===== src/rtl/tl_pkg.sv =====
// tl_pkg: TileLink-UL opcode constants and the response-queue entry type.
package tl_pkg;
  localparam logic [2:0] TL_GET = 3'd4;
  localparam logic [2:0] TL_ACCESS_ACK_DATA = 3'd1;
  localparam logic [2:0] TL_ACCESS_ACK = 3'd0;
  localparam int TL_DATA_WIDTH = 64;
  typedef struct packed {
    logic err;
    logic [TL_DATA_WIDTH-1:0] data;
  } tl_rsp_t;
endpackage


===== src/rtl/tilelink.sv =====
// tilelink: TileLink-UL A/D channel bundle shared by initiators and responders.
interface tilelink #(
  parameter int ADDR_WIDTH = 32,
  parameter int DATA_WIDTH = 64
);
  logic a_valid;
  logic a_ready;
  logic [2:0] a_opcode;
  logic [2:0] a_param;
  logic [3:0] a_size;
  logic a_source;
  logic [ADDR_WIDTH-1:0] a_address;
  logic [DATA_WIDTH/8-1:0] a_mask;
  logic [DATA_WIDTH-1:0] a_data;
  logic d_valid;
  logic d_ready;
  logic [2:0] d_opcode;
  logic d_denied;
  logic [DATA_WIDTH-1:0] d_data;
  modport initiator (
    output a_valid, a_opcode, a_param, a_size, a_source, a_address, a_mask, a_data, d_ready,
    input a_ready, d_valid, d_opcode, d_denied, d_data
  );
  modport responder (
    input a_valid, a_opcode, a_param, a_size, a_source, a_address, a_mask, a_data, d_ready,
    output a_ready, d_valid, d_opcode, d_denied, d_data
  );
endinterface


===== src/rtl/tl_rsp_fifo.sv =====
// tl_rsp_fifo: DEPTH-entry synchronous FIFO with registered storage, no fall-through.
module tl_rsp_fifo #(
  parameter int DEPTH = 4,
  parameter type T = tl_pkg::tl_rsp_t
) (
  input  logic clk,
  input  logic rst,
  input  logic push,
  input  T     din,
  input  logic pop,
  output T     dout,
  output logic full,
  output logic empty
);
  localparam int PW = $clog2(DEPTH);
  T mem_q [DEPTH];
  T mem_d [DEPTH];
  logic [PW-1:0] wr_q, wr_d, rd_q, rd_d;
  logic [PW:0] cnt_q, cnt_d;
  logic push_ok, pop_ok;
  always_comb begin
    full = cnt_q == (PW+1)'(DEPTH);
    empty = cnt_q == '0;
    pop_ok = pop && !empty;
    push_ok = push && (!full || pop_ok);
    mem_d = mem_q;
    if (push_ok) mem_d[wr_q] = din;
    wr_d = wr_q + PW'(push_ok);
    rd_d = rd_q + PW'(pop_ok);
    cnt_d = cnt_q + (PW+1)'(push_ok) - (PW+1)'(pop_ok);
    dout = mem_q[rd_q];
  end
  always_ff @(posedge clk) begin
    if (rst) begin
      for (int i = 0; i < DEPTH; i++) mem_q[i] <= '0;
      wr_q <= '0;
      rd_q <= '0;
      cnt_q <= '0;
    end else begin
      mem_q <= mem_d;
      wr_q <= wr_d;
      rd_q <= rd_d;
      cnt_q <= cnt_d;
    end
  end
endmodule


===== src/rtl/tl_get_master.sv =====
// tl_get_master: turns a valid/ready word-read stream into TileLink Get transactions
// and returns AccessAckData beats in request order through a credit-limited queue.
module tl_get_master
  import tl_pkg::*;
#(
  parameter int ADDR_WIDTH = 32,
  parameter int DATA_WIDTH = 64,
  parameter int DEPTH = 4
) (
  input  logic                  clk,
  input  logic                  rst,
  tilelink.initiator            bus,
  input  logic                  req_valid,
  output logic                  req_ready,
  input  logic [ADDR_WIDTH-1:0] req_addr,
  output logic                  rsp_valid,
  input  logic                  rsp_ready,
  output logic [DATA_WIDTH-1:0] rsp_data,
  output logic                  rsp_err,
  output logic                  err_unexp
);
  localparam int CW = $clog2(DEPTH) + 1;
  typedef struct packed {
    logic err;
    logic [DATA_WIDTH-1:0] data;
  } rsp_t;
  logic a_valid_q, a_valid_d;
  logic [ADDR_WIDTH-1:0] a_addr_q, a_addr_d;
  logic [CW-1:0] credits_q, credits_d, outstanding_q, outstanding_d;
  logic err_unexp_q, err_unexp_d;
  logic req_fire, a_fire, d_fire, push, pop, full, empty;
  rsp_t din, dout;
  always_comb begin
    req_ready = !rst && credits_q != '0 && (!a_valid_q || bus.a_ready);
    req_fire = req_valid && req_ready;
    a_fire = a_valid_q && bus.a_ready;
    d_fire = bus.d_valid && !rst;
    pop = !empty && rsp_ready;
    push = d_fire && outstanding_q != '0 && (!full || pop);
    a_valid_d = req_fire || (a_valid_q && !bus.a_ready);
    a_addr_d = req_fire ? req_addr : a_addr_q;
    credits_d = credits_q + CW'(pop) - CW'(req_fire);
    outstanding_d = outstanding_q + CW'(a_fire) - CW'(push);
    // A beat with nothing outstanding is stale (e.g. issued before a reset): drop it.
    err_unexp_d = d_fire && outstanding_q == '0;
    din = '{err: bus.d_denied || bus.d_opcode != TL_ACCESS_ACK_DATA, data: bus.d_data};
  end
  always_ff @(posedge clk) begin
    if (rst) begin
      a_valid_q <= 1'b0;
      a_addr_q <= '0;
      credits_q <= CW'(DEPTH);
      outstanding_q <= '0;
      err_unexp_q <= 1'b0;
    end else begin
      a_valid_q <= a_valid_d;
      a_addr_q <= a_addr_d;
      credits_q <= credits_d;
      outstanding_q <= outstanding_d;
      err_unexp_q <= err_unexp_d;
    end
  end
  tl_rsp_fifo #(.DEPTH(DEPTH), .T(rsp_t)) u_fifo (
    .clk(clk), .rst(rst), .push(push), .din(din), .pop(pop),
    .dout(dout), .full(full), .empty(empty)
  );
  assign bus.a_valid = a_valid_q;
  assign bus.a_opcode = TL_GET;
  assign bus.a_param = 3'd0;
  assign bus.a_size = 4'($clog2(DATA_WIDTH/8));
  assign bus.a_source = 1'b0;
  assign bus.a_address = a_addr_q;
  assign bus.a_mask = '1;
  assign bus.a_data = '0;
  assign bus.d_ready = !rst;
  assign rsp_valid = !empty;
  assign rsp_data = dout.data;
  assign rsp_err = dout.err;
  assign err_unexp = err_unexp_q;
endmodule


===== src/flat_wrapper.sv =====
// flat-port wrapper written by rule: the top's interface ports become plain ports
module tl_get_master_flat import tl_pkg::*;
#(
  parameter int ADDR_WIDTH = 32,
  parameter int DATA_WIDTH = 64,
  parameter int DEPTH = 4
)
  (clk, rst, req_valid, req_ready, req_addr, rsp_valid, rsp_ready, rsp_data, rsp_err, err_unexp, bus_a_valid, bus_a_opcode, bus_a_param, bus_a_size, bus_a_source, bus_a_address, bus_a_mask, bus_a_data, bus_d_ready, bus_a_ready, bus_d_valid, bus_d_opcode, bus_d_denied, bus_d_data);
  tilelink #(.ADDR_WIDTH(ADDR_WIDTH), .DATA_WIDTH(DATA_WIDTH)) bus_i ();
  input  logic clk;
  input  logic rst;
  input  logic req_valid;
  output logic req_ready;
  input  logic [ADDR_WIDTH-1:0] req_addr;
  output logic rsp_valid;
  input  logic rsp_ready;
  output logic [DATA_WIDTH-1:0] rsp_data;
  output logic rsp_err;
  output logic err_unexp;
  output wire logic [$bits(bus_i.a_valid)-1:0] bus_a_valid;
  output wire logic [$bits(bus_i.a_opcode)-1:0] bus_a_opcode;
  output wire logic [$bits(bus_i.a_param)-1:0] bus_a_param;
  output wire logic [$bits(bus_i.a_size)-1:0] bus_a_size;
  output wire logic [$bits(bus_i.a_source)-1:0] bus_a_source;
  output wire logic [$bits(bus_i.a_address)-1:0] bus_a_address;
  output wire logic [$bits(bus_i.a_mask)-1:0] bus_a_mask;
  output wire logic [$bits(bus_i.a_data)-1:0] bus_a_data;
  output wire logic [$bits(bus_i.d_ready)-1:0] bus_d_ready;
  input wire logic [$bits(bus_i.a_ready)-1:0] bus_a_ready;
  input wire logic [$bits(bus_i.d_valid)-1:0] bus_d_valid;
  input wire logic [$bits(bus_i.d_opcode)-1:0] bus_d_opcode;
  input wire logic [$bits(bus_i.d_denied)-1:0] bus_d_denied;
  input wire logic [$bits(bus_i.d_data)-1:0] bus_d_data;
  assign bus_a_valid = bus_i.a_valid;
  assign bus_a_opcode = bus_i.a_opcode;
  assign bus_a_param = bus_i.a_param;
  assign bus_a_size = bus_i.a_size;
  assign bus_a_source = bus_i.a_source;
  assign bus_a_address = bus_i.a_address;
  assign bus_a_mask = bus_i.a_mask;
  assign bus_a_data = bus_i.a_data;
  assign bus_d_ready = bus_i.d_ready;
  assign bus_i.a_ready = bus_a_ready;
  assign bus_i.d_valid = bus_d_valid;
  assign bus_i.d_opcode = bus_d_opcode;
  assign bus_i.d_denied = bus_d_denied;
  assign bus_i.d_data = bus_d_data;
  tl_get_master #(.ADDR_WIDTH(ADDR_WIDTH), .DATA_WIDTH(DATA_WIDTH), .DEPTH(DEPTH)) u_core (.clk(clk), .rst(rst), .bus(bus_i), .req_valid(req_valid), .req_ready(req_ready), .req_addr(req_addr), .rsp_valid(rsp_valid), .rsp_ready(rsp_ready), .rsp_data(rsp_data), .rsp_err(rsp_err), .err_unexp(err_unexp));
endmodule

===== config.mk =====
export PLATFORM = sky130hd
export DESIGN_NAME = tl_get_master_flat
export DESIGN_NICKNAME = d
export VERILOG_FILES = /design/src/rtl/tl_pkg.sv /design/src/rtl/tilelink.sv /design/src/rtl/tl_rsp_fifo.sv /design/src/rtl/tl_get_master.sv /design/src/flat_wrapper.sv
export SDC_FILE = /design/constraint.sdc
export NUM_CORES = 1
export LEC_CHECK = 0
export ABC_CLOCK_PERIOD_IN_PS = 10450
export CAP_MARGIN = 5
export CORE_MARGIN = 1
export CORE_UTILIZATION = 56
export CTS_CLUSTER_SIZE = 8
export DETAILED_ROUTE_END_ITERATION = 6
export PLACE_DENSITY = 0.94
export SYNTH_ARGS = -nofsm -noshare
export SYNTH_HDL_FRONTEND = slang
export SYNTH_HIERARCHICAL = 1
export SYNTH_SLANG_ARGS = --single-unit
export TNS_END_PERCENT = 30

===== constraint.sdc =====
create_clock -name clk -period 10.45 [get_ports clk]
set_clock_uncertainty 0.15 [all_clocks]
set_input_delay 2.6125 -clock clk [delete_from_list [all_inputs] [get_ports clk]]
set_output_delay 2.6125 -clock clk [all_outputs]
set_load 0.005 [all_outputs]

* Word level (Yosys, flattened, before mapping)
Cells that the tools add are included.
W data, S select, Z words.
** Word-level totals
- Memories :: 0
- Bits in latches :: 0
- Bits in registers :: 307
- Memory bits (read-only) :: 0
- Bits in writable memories :: 0
** Operators by class
- $lt $le $gt $ge :: 3
- Multiply operators :: 0
- Bitwise operators :: 2
- Eq/ne operators :: 2
- Divide/modulo/power cells :: 0
- $add $sub $neg :: 8
- Mux-type cells :: 6
- Reduce and logical (&&, ||, !) cells :: 27
- Shift operators :: 0
** Operator list (count)
- $bwmux W260 :: 1
- $mux W65 :: 3
- $bmux W65 S2 :: 1
- $demux W65 S2 :: 1
- $logic_and A1 B1 Y1 :: 13
- $add A3 B1 Y3 :: 3
- $sub A3 B1 Y3 :: 3
- $ge A3 B3 Y1 const B :: 2
- $logic_not A3 Y1 :: 2
- $not A2 Y3 :: 2
- $reduce_bool A3 Y1 :: 2
- $logic_not A1 Y1 :: 5
- $logic_or A1 B1 Y1 :: 5
- $add A2 B1 Y2 :: 2
- $eq A3 B3 Y1 const B :: 1
- $lt A3 B1 Y1 const B :: 1
- $ne A3 B1 Y1 const B :: 1

* Depth between registers and ports, before layout
Gate-level depths: netlist (run 1).
- Depth in word-level cells :: 8
- Depth in mapped cells :: 14

* Cells and area by module
The synthesis (run 1) kept the hierarchy.
** By module, submodules not included
- tl_rsp_fifo :: cells each 1030, area each 12169.2 um^2, sequential area each 5345.1 um^2, times used 1
- tl_get_master :: cells each 278, area each 2399.8 um^2, sequential area each 800.8 um^2, times used 1

* Least setup slack after synthesis (run 1)
Ideal clock, no wire load.
- Kind :: input to output
- From :: in bus_a_ready
- To :: out req_ready
- Cell stages on the path :: 3
- Data arrival time :: 3090 ps
- Required time :: 7688 ps
- Path slack :: 4597 ps
- Cells stage by stage :: nor2b_2 clkbuf_1 nor3_1
** Between the ends
- Longest elaborated chain between the ends :: 2
** Ends and longest elaborated chain
- start: declaration :: RTL line flat_wrapper.sv:29 : input wire logic [$bits(bus_i.a_ready)-1:0] bus_a_ready;
- $logic_or A1 B1 Y1 :: RTL line tl_get_master.sv:34 : req_ready = !rst && credits_q != '0 && (!a_valid_q || bus.a_ready);
- $logic_and A1 B1 Y1 :: RTL line tl_get_master.sv:34
- end: declaration :: RTL line flat_wrapper.sv:13 : output logic req_ready;
Every way passes these cells.

* Final worst setup path (run 1)
Same ends and word-level chain as after synthesis.

==> results of run 1 <==
-- layout make-up --
type,count,area [sq um]
Fill cell,1753,7930
Multi-Input combinational cell,856,7350
Sequential cell,307,6150
Timing Repair Buffer,219,2160
Clock buffer,47,1130
Tap cell,330,413
Inverter,46,173
Clock inverter,1,7.51
-- state kept, by name (all words and copies together) (netlist names) --
register / cells
u_core/u_fifo/mem_q: 260
u_core/outstanding_q: 3
u_core/err_unexp: 1
u_core/bus.a_valid: 1
u_core/u_fifo/cnt_q: 3
u_core/u_fifo/wr_q: 2
u_core/credits_q: 3
u_core/u_fifo/rd_q: 2
u_core/bus.a_address: 32
-- logic make-up (layout without fill, tap and decap cells) --
group | count (synthesis) | in the layout
AND/OR/NAND/NOR | 363 | 363
AO/OA/AOI/OAI | 66 | 66
other | 2 | 83
flip-flops | 307 | 307
multiplexers | 325 | 325
adder cells (fa/ha/maj) | 11 | 11
XOR/XNOR | 8 | 8
buffers and inverters | 226 | 313
-- where the power goes --
part           switching (mW)  internal, mW
sequential             0.0433          1.24
clock                   0.468         0.752
combinational           0.201         0.254
total                   0.712          2.25
-- worst register-to-register path: cells and delay by family, from the launching register on --
kind          cells  cell delay (ps)
flops             1              350
mux               1              390
simple gates      4             1440
buf+inv           4             1330
-- layer usage --
layer  vias to the layer above  global-route usage (%)
met5                         -                       0
met4                         2                    9.22
met3                        71                    5.08
met2                       304                    42.1
met1                      4775                    28.3
li1                       4616                       -
-- Yosys cell counts, types with 2 or more instances --
master,n
nand2b_1,325
dfxtp_1,307
mux2i_1,260
buf_4,95
mux4_2,65
inv_1,46
clkbuf_1,44
o311ai_0,28
o21ai_1,26
buf_6,21
buf_2,14
ha_1,8
nor2b_1,8
xnor2_1,7
nor2_1,6
nand2_1,5
o311ai_1,4
buf_1,3
clkbuf_2,3
fa_1,3
nor3_1,3
o21ai_0,3
o21ai_2,3
and3_1,2
conb_1,2
nand4b_1,2
nor2b_2,2
-- stage by stage --
stage | instances | worst slack, ps
finish | 1806 | 3120
CTS | 1806 | 3160
detailed placement | 1758 | 3180
floorplan | 1389 | 4600
global placement | 1758 | 3240
global route | 1806 | 3040
-- cells in the final DEF, fill, tap and decap left out, types with 3 or more instances in the layout --
master	count
nor3_1	3
fa_1	3
nand2_1	5
o311ai_0	28
clkbuf_16	45
ha_1	8
o21ai_2	3
nand2b_1	325
xnor2_1	7
nor2_1	6
mux2i_1	260
dfxtp_1	305
conb_1	83
o311ai_1	4
o21ai_0	3
inv_1	46
clkdlybuf4s50_1	206
o21ai_1	26
buf_4	12
nor2b_1	8
mux4_2	65
-- worst max-delay path by stage --
stage / cells past startpoint / from / end
after CTS: 4 / bus_a_ready / req_ready
final: 4 / bus_a_ready / req_ready
after floorplan: 3 / bus_a_ready / req_ready
after detailed placement: 4 / bus_a_ready / req_ready
after global routing: 4 / bus_a_ready / req_ready
after global placement: 4 / bus_a_ready / req_ready
==> reports/results.ini, run 1 <==
[setup_path]
crit_arrival_ps=4570
cpLargestDelayFamily=simple AND/OR/NAND/NOR gates
slowest_delay_ps=880
r2r_start=u_core/u_fifo/cnt_q[1]
cp_cell_sequence=clkdlybuf4s50_1 -> nor2b_2 -> nor3_1 -> clkdlybuf4s50_1
r2r_setup_slack_ps=6680
cp.required_ps=7690
critPathKind=in -> out
endpoint_kind=primary output
worst_path_max_delay_cell=nor2b_2
timing.rr.end=u_core/u_fifo/mem_q[82]
reg2reg_depth=9
critical_path_buf_inv_count=2
crit_path_max_fanout=33
path_common_cell=clkdlybuf4s50_1
cp-start-kind=input port

[sta]
worst_pin_slew_ps=1180
max_slew_margin_pct=21.4
post-route-min-period_ps=7330
rsz0062_at_grt=false
hold_ws_ps=321
finalSetupViolations=0
hold_violations=0
fin_tns_setup_ps=0
maxSlewViolCount=0
finalCritPeriodShare_pct=70.2
fmax_mhz=136

[worst_hold_path]
hold_path_depth=2
min_from=u_core/u_fifo/mem_q[179]
min_path_type=reg -> reg
min_to=u_core/u_fifo/mem_q[179]

[logic_synthesis]
synth-xor-area-share_pct=0.481
ys.flop_type=dfxtp_1
synth.yosys.seq_area_share_pct=42.2
synth_area_leader_cell=dfxtp_1
synth_mux_area_share_pct=27.9
synthArstFlopShare_pct=0
yosys.area_share.adder_pct=1.10
synth.distinct_cells=40
synthSimpleGateAreaFrac_pct=15.6
synth-seq-cells=307
yosysTopAreaCellShare_pct=42.2
synth_edf_count=0
synth_top_cells_by_area=dfxtp_1 42%, mux2i_1 18%, nand2b_1 14%, mux4_2 10%, buf_4 4.9%
synth_top_family_by_area=multiplexers
syn_area_sq_mm=0.0146
syn_inst=1308
synth_compound_area_share_pct=3.19
syn_avg_cell_area_sq_um=11.1
synth-warning-count=6

[finish]
area_growth_pct=19.4
fin_area_sq_mm=0.0174
final_nets=1591
drive_gt1_share_pct=9.35
final_core_util_pct=68.7
antenna_cells=0

[floorplanning]
die_area_sq_mm=0.0267
initial_core_util_pct=57.5
die_w_um=163
num_io_pins=291
die_h_um=163
row_count=58
core_sq_mm=0.0253

[cts]
cts_resized=0
cts.path.max_buffers=3
root_buffer=clkbuf_16
htreeDepth=2
numCtsBuffers=44
clkTransAtPathRegs_ps=50
post_cts_buffers=0
clk_latency_ps=510
clock_sinks=307
cts_tree=built
cts_hold_buf=0

[drt]
via_per_inst=5.41
met3RoutedLength_um=1650
wire_per_inst_um=17.7
ant_nets=0
highest_layer=met5
num_vias=9768
drt_wl_total_um=31900
wl_met1_um=13100
firstDrtPassIters=5
drc=0
drt_iter0_drc=573
wl_met2_um=16200

[place]
place.gp.congestion=0.728
port_buffers=207
hpwl_um=19600
dpl_cell_area_sq_mm=0.0163

[power]
powerDensity_mw_per_mm2=170
vdd.ir_drop.worst_uv=119
p_leak_nw=7.56
total_power_mw=2.96

[global_route]
overflow=0
grt_pass1_wl_um=51000
grt_pass1_vias=10200
antenna_found_initial=1
grt_usage_pct=23.9
grt_max_degree=126

[job]
max_cap_viol_count=0

[outcome]
status=complete, no violations

Note: power is estimated with default switching activity, not from simulation.
==> run 2, diff against run 1 <==
--- a/config.mk
+++ b/config.mk
@@ -5,13 +5,13 @@
 export SDC_FILE = /design/constraint.sdc
 export NUM_CORES = 1
 export LEC_CHECK = 0
-export ABC_CLOCK_PERIOD_IN_PS = 10450
+export ABC_CLOCK_PERIOD_IN_PS = 7340
 export CAP_MARGIN = 5
 export CORE_MARGIN = 1
-export CORE_UTILIZATION = 56
+export CORE_UTILIZATION = 52
 export CTS_CLUSTER_SIZE = 8
 export DETAILED_ROUTE_END_ITERATION = 6
-export PLACE_DENSITY = 0.94
+export PLACE_DENSITY = 0.88
 export SYNTH_ARGS = -nofsm -noshare
 export SYNTH_HDL_FRONTEND = slang
 export SYNTH_HIERARCHICAL = 1
==> constraint.sdc (replaced) <==
create_clock -name clk -period 7.34 [get_ports clk]
set_clock_uncertainty 0.15 [all_clocks]
set_input_delay 1.835 -clock clk [delete_from_list [all_inputs] [get_ports clk]]
set_output_delay 1.835 -clock clk [all_outputs]
set_load 0.005 [all_outputs]
==> run 2 against run 1 <==
Compared with the run above: worst hold slack got worse by 5.7 ps; design area rose by 0.55%; clock-buffer cell count decreased by 1; critical path depth is 1 higher; first-iteration DRC count is 14% lower; sequential power increased by 43%; flip-flop and latch count unchanged; wire length shrank 3.0%; combinational power is 40% higher; critical endpoint unchanged; power grew 42%; clock power grew 43%.
==> reports/results.ini, run 2 (synthesized netlist as in run 1, its figures left out) <==
[finish]
fillCellCount=2110  ; was 1753
top_register=u_core/u_fifo/mem_q  ; unchanged
mostFrequentLayoutCell=nand2b_1  ; unchanged
finalNonFillerCells=1855  ; was 1806
largest_reg_flops=260  ; unchanged
final_nets=1594  ; was 1591
drive_gt1_share_pct=9.66  ; was 9.35%
area_growth_pct=20.1  ; was 19.4%
mostFrequentLayoutCells=325 x nand2b_1, 305 x dfxtp_1, 260 x mux2i_1, 206 x clkdlybuf4s50_1, 83 x conb_1  ; unchanged

[sta]
maxSlewViolCount=0  ; unchanged
finalSetupViolations=0  ; unchanged
fin_tns_setup_ps=0  ; unchanged
fmax_mhz=189
worst_pin_slew_ps=951  ; was 1180 ps
post-route-min-period_ps=5300
rsz0062_at_grt=false  ; unchanged
hold_violations=0  ; unchanged
max_slew_margin_pct=36.2  ; was 21.4%
finalCritPeriodShare_pct=72.3
setup_slack_ps=2040  ; was 3120 ps

[setup_path]
cp_cell_sequence=clkdlybuf4s50_1 -> nor2b_2 -> buf_4 -> nor3_1 -> clkdlybuf4s50_1  ; was clkdlybuf4s50_1 -> nor2b_2 -> nor3_1 -> clkdlybuf4s50_1
cp.required_ps=5360  ; was 7690 ps
cp-start-kind=input port  ; unchanged
critical_path_buf_inv_count=3  ; was 2
path_common_cell=clkdlybuf4s50_1  ; unchanged
slowest_delay_ps=540  ; was 880 ps
worst-path-stages=5  ; was 4
cpLargestDelayFamily=buffers and inverters  ; was simple AND/OR/NAND/NOR gates
reg2reg_depth=9  ; unchanged
endpoint_kind=primary output  ; unchanged
crit_arrival_ps=3320  ; was 4570 ps
worst_path_max_delay_cell=clkdlybuf4s50_1  ; was nor2b_2
critPathKind=in -> out  ; unchanged
crit_path_max_fanout=33  ; unchanged

[power]
switching_share_pct=24.0  ; was 24.1%
switching_power_mw=1.01  ; was 0.712 mW
p_clk_share_pct=41.4  ; was 41.2%
vdd.ir_drop.worst_uv=147  ; was 119 uV
p_leak_nw=7.58  ; was 7.56 nW
powerDensity_mw_per_mm2=241  ; was 170 mW/mm^2
total_power_mw=4.21  ; was 2.96 mW
seq_power_share_pct=43.4  ; about the same
p_int_mw=3.20  ; was 2.25 mW
power.share.combinational_pct=15.2  ; was 15.4%

[cts]
clk_latency_ps=520  ; was 510 ps
clkTransAtPathRegs_ps=50  ; about the same
cts_hold_buf=0  ; unchanged
clock_sinks=307  ; unchanged
cts.path.max_buffers=3  ; unchanged
htreeDepth=2  ; unchanged
root_buffer=clkbuf_16  ; unchanged
numCtsBuffers=44  ; unchanged
post_cts_buffers=0  ; unchanged
cts_tree=built  ; unchanged
cts_resized=0  ; unchanged

[floorplanning]
die_h_um=169  ; was 163 um
core_sq_mm=0.0273  ; was 0.0253 sq mm
row_count=60  ; was 58
num_io_pins=291  ; unchanged
die_area_sq_mm=0.0287  ; was 0.0267 sq mm
initial_core_util_pct=53.5  ; was 57.5%
die_w_um=169  ; was 163 um

[drt]
via_per_inst=5.18  ; was 5.41
drt_iter0_drc=493  ; was 573
ant_nets=0  ; unchanged
firstDrtPassIters=4  ; was 5
drt_wl_total_um=31000  ; was 31900 um
num_vias=9614  ; was 9768
drc=0  ; unchanged
wire_per_inst_um=16.7  ; was 17.7 um

[place]
port_buffers=207  ; unchanged
dp_slack_ps=2050  ; was 3180 ps
placedCellCount=1803  ; was 1758
hpwl_um=19400  ; was 19600 um
place.gp.congestion=0.753  ; was 0.728

[global_route]
grt_usage_pct=21.6  ; was 23.9%
grt_pass1_vias=9891  ; was 10200
antenna_found_initial=3  ; was 1
grtUsageMet1_pct=25.5  ; was 28.3%
busiest_layer=met2  ; unchanged
grtUsageMet2_pct=38.3  ; was 42.1%
grt_pass1_wl_um=49900  ; was 51000 um
grt_max_degree=118  ; was 126
overflow=0  ; unchanged
use_met3_pct=5.29  ; was 5.08%

[job]
max_cap_viol_count=0  ; unchanged

[worst_hold_path]
hold_path_depth=2  ; unchanged
min_path_type=reg -> reg  ; unchanged

[outcome]
status=complete, no violations  ; unchanged

run 2: cell count changes in the layout (fill, tap and decap cells not counted), sizes merged:
cell    before  now
inv         46   48
buf         13   16
clkbuf      47   46
diode        0    3
run 2: path summary, 6_finish.rpt:
kind                             from  slack (ps)                        to
max                       bus_a_ready        2040                 req_ready
min          u_core/u_fifo/mem_q[163]         320  u_core/u_fifo/mem_q[163]
max reg2reg    u_core/u_fifo/cnt_q[2]        3890   u_core/u_fifo/mem_q[16]
min reg2reg  u_core/u_fifo/mem_q[163]         320  u_core/u_fifo/mem_q[163]
run 2: power groups by stage:
stage          Clock [mW]  Sequential (mW)  Combinational [mW]
2_1_floorplan           0             1.84               0.409
3_3_place_gp            0             1.85               0.624
3_5_place_dp            0             1.86               0.638
4_1_cts              1.79             1.83               0.644
5_1_grt              1.85             1.84               0.695
6_report             1.74             1.83               0.639
run 2: per-layer routing:
metal	part of all wire (%)	wire, um	vias to the layer above
li1	-	-	4621
met1	41	12600	4652
met2	50	15600	288
met3	6.4	1980	53
met4	2.6	791	0
met5	0	0	-
run 2: worst register-to-register path: stages (launching register included):
cell and delay [ps]:
dfxtp_1 340, nor3_1 300, inv_1 100, nand2_1 120, inv_1 50, or4b_1 610, nand4_1 150, buf_4 400
buf_4 810, mux2i_1 330
run 2: cell type report:
| cell class | instances | area [sq um] | share of cell area [%] |
|---|---|---|---|
| well taps | 372 | 465 | 2.66 |
| repair buffers | 222 | 2190 | 12.5 |
| flip-flops and latches | 307 | 6150 | 35.2 |
| inverters | 46 | 173 | 0.987 |
| clock buffers | 46 | 1130 | 6.46 |
| diodes | 3 | 7.51 | 0.0429 |
| clock inverters | 3 | 25.0 | 0.143 |
| multi-input cells | 856 | 7350 | 42.0 |
run 2: through the flow:
step           hold slack (ps)  instance area, sq um  util (%)
2_1_floorplan              295                 14900         -
3_5_place_dp               310                 16300      59.9
5_1_grt                    335                 17500      64.2
3_3_place_gp               305                 16300      59.9
4_1_cts                    320                 17500      64.2
6_report                   316                 17500      64.2
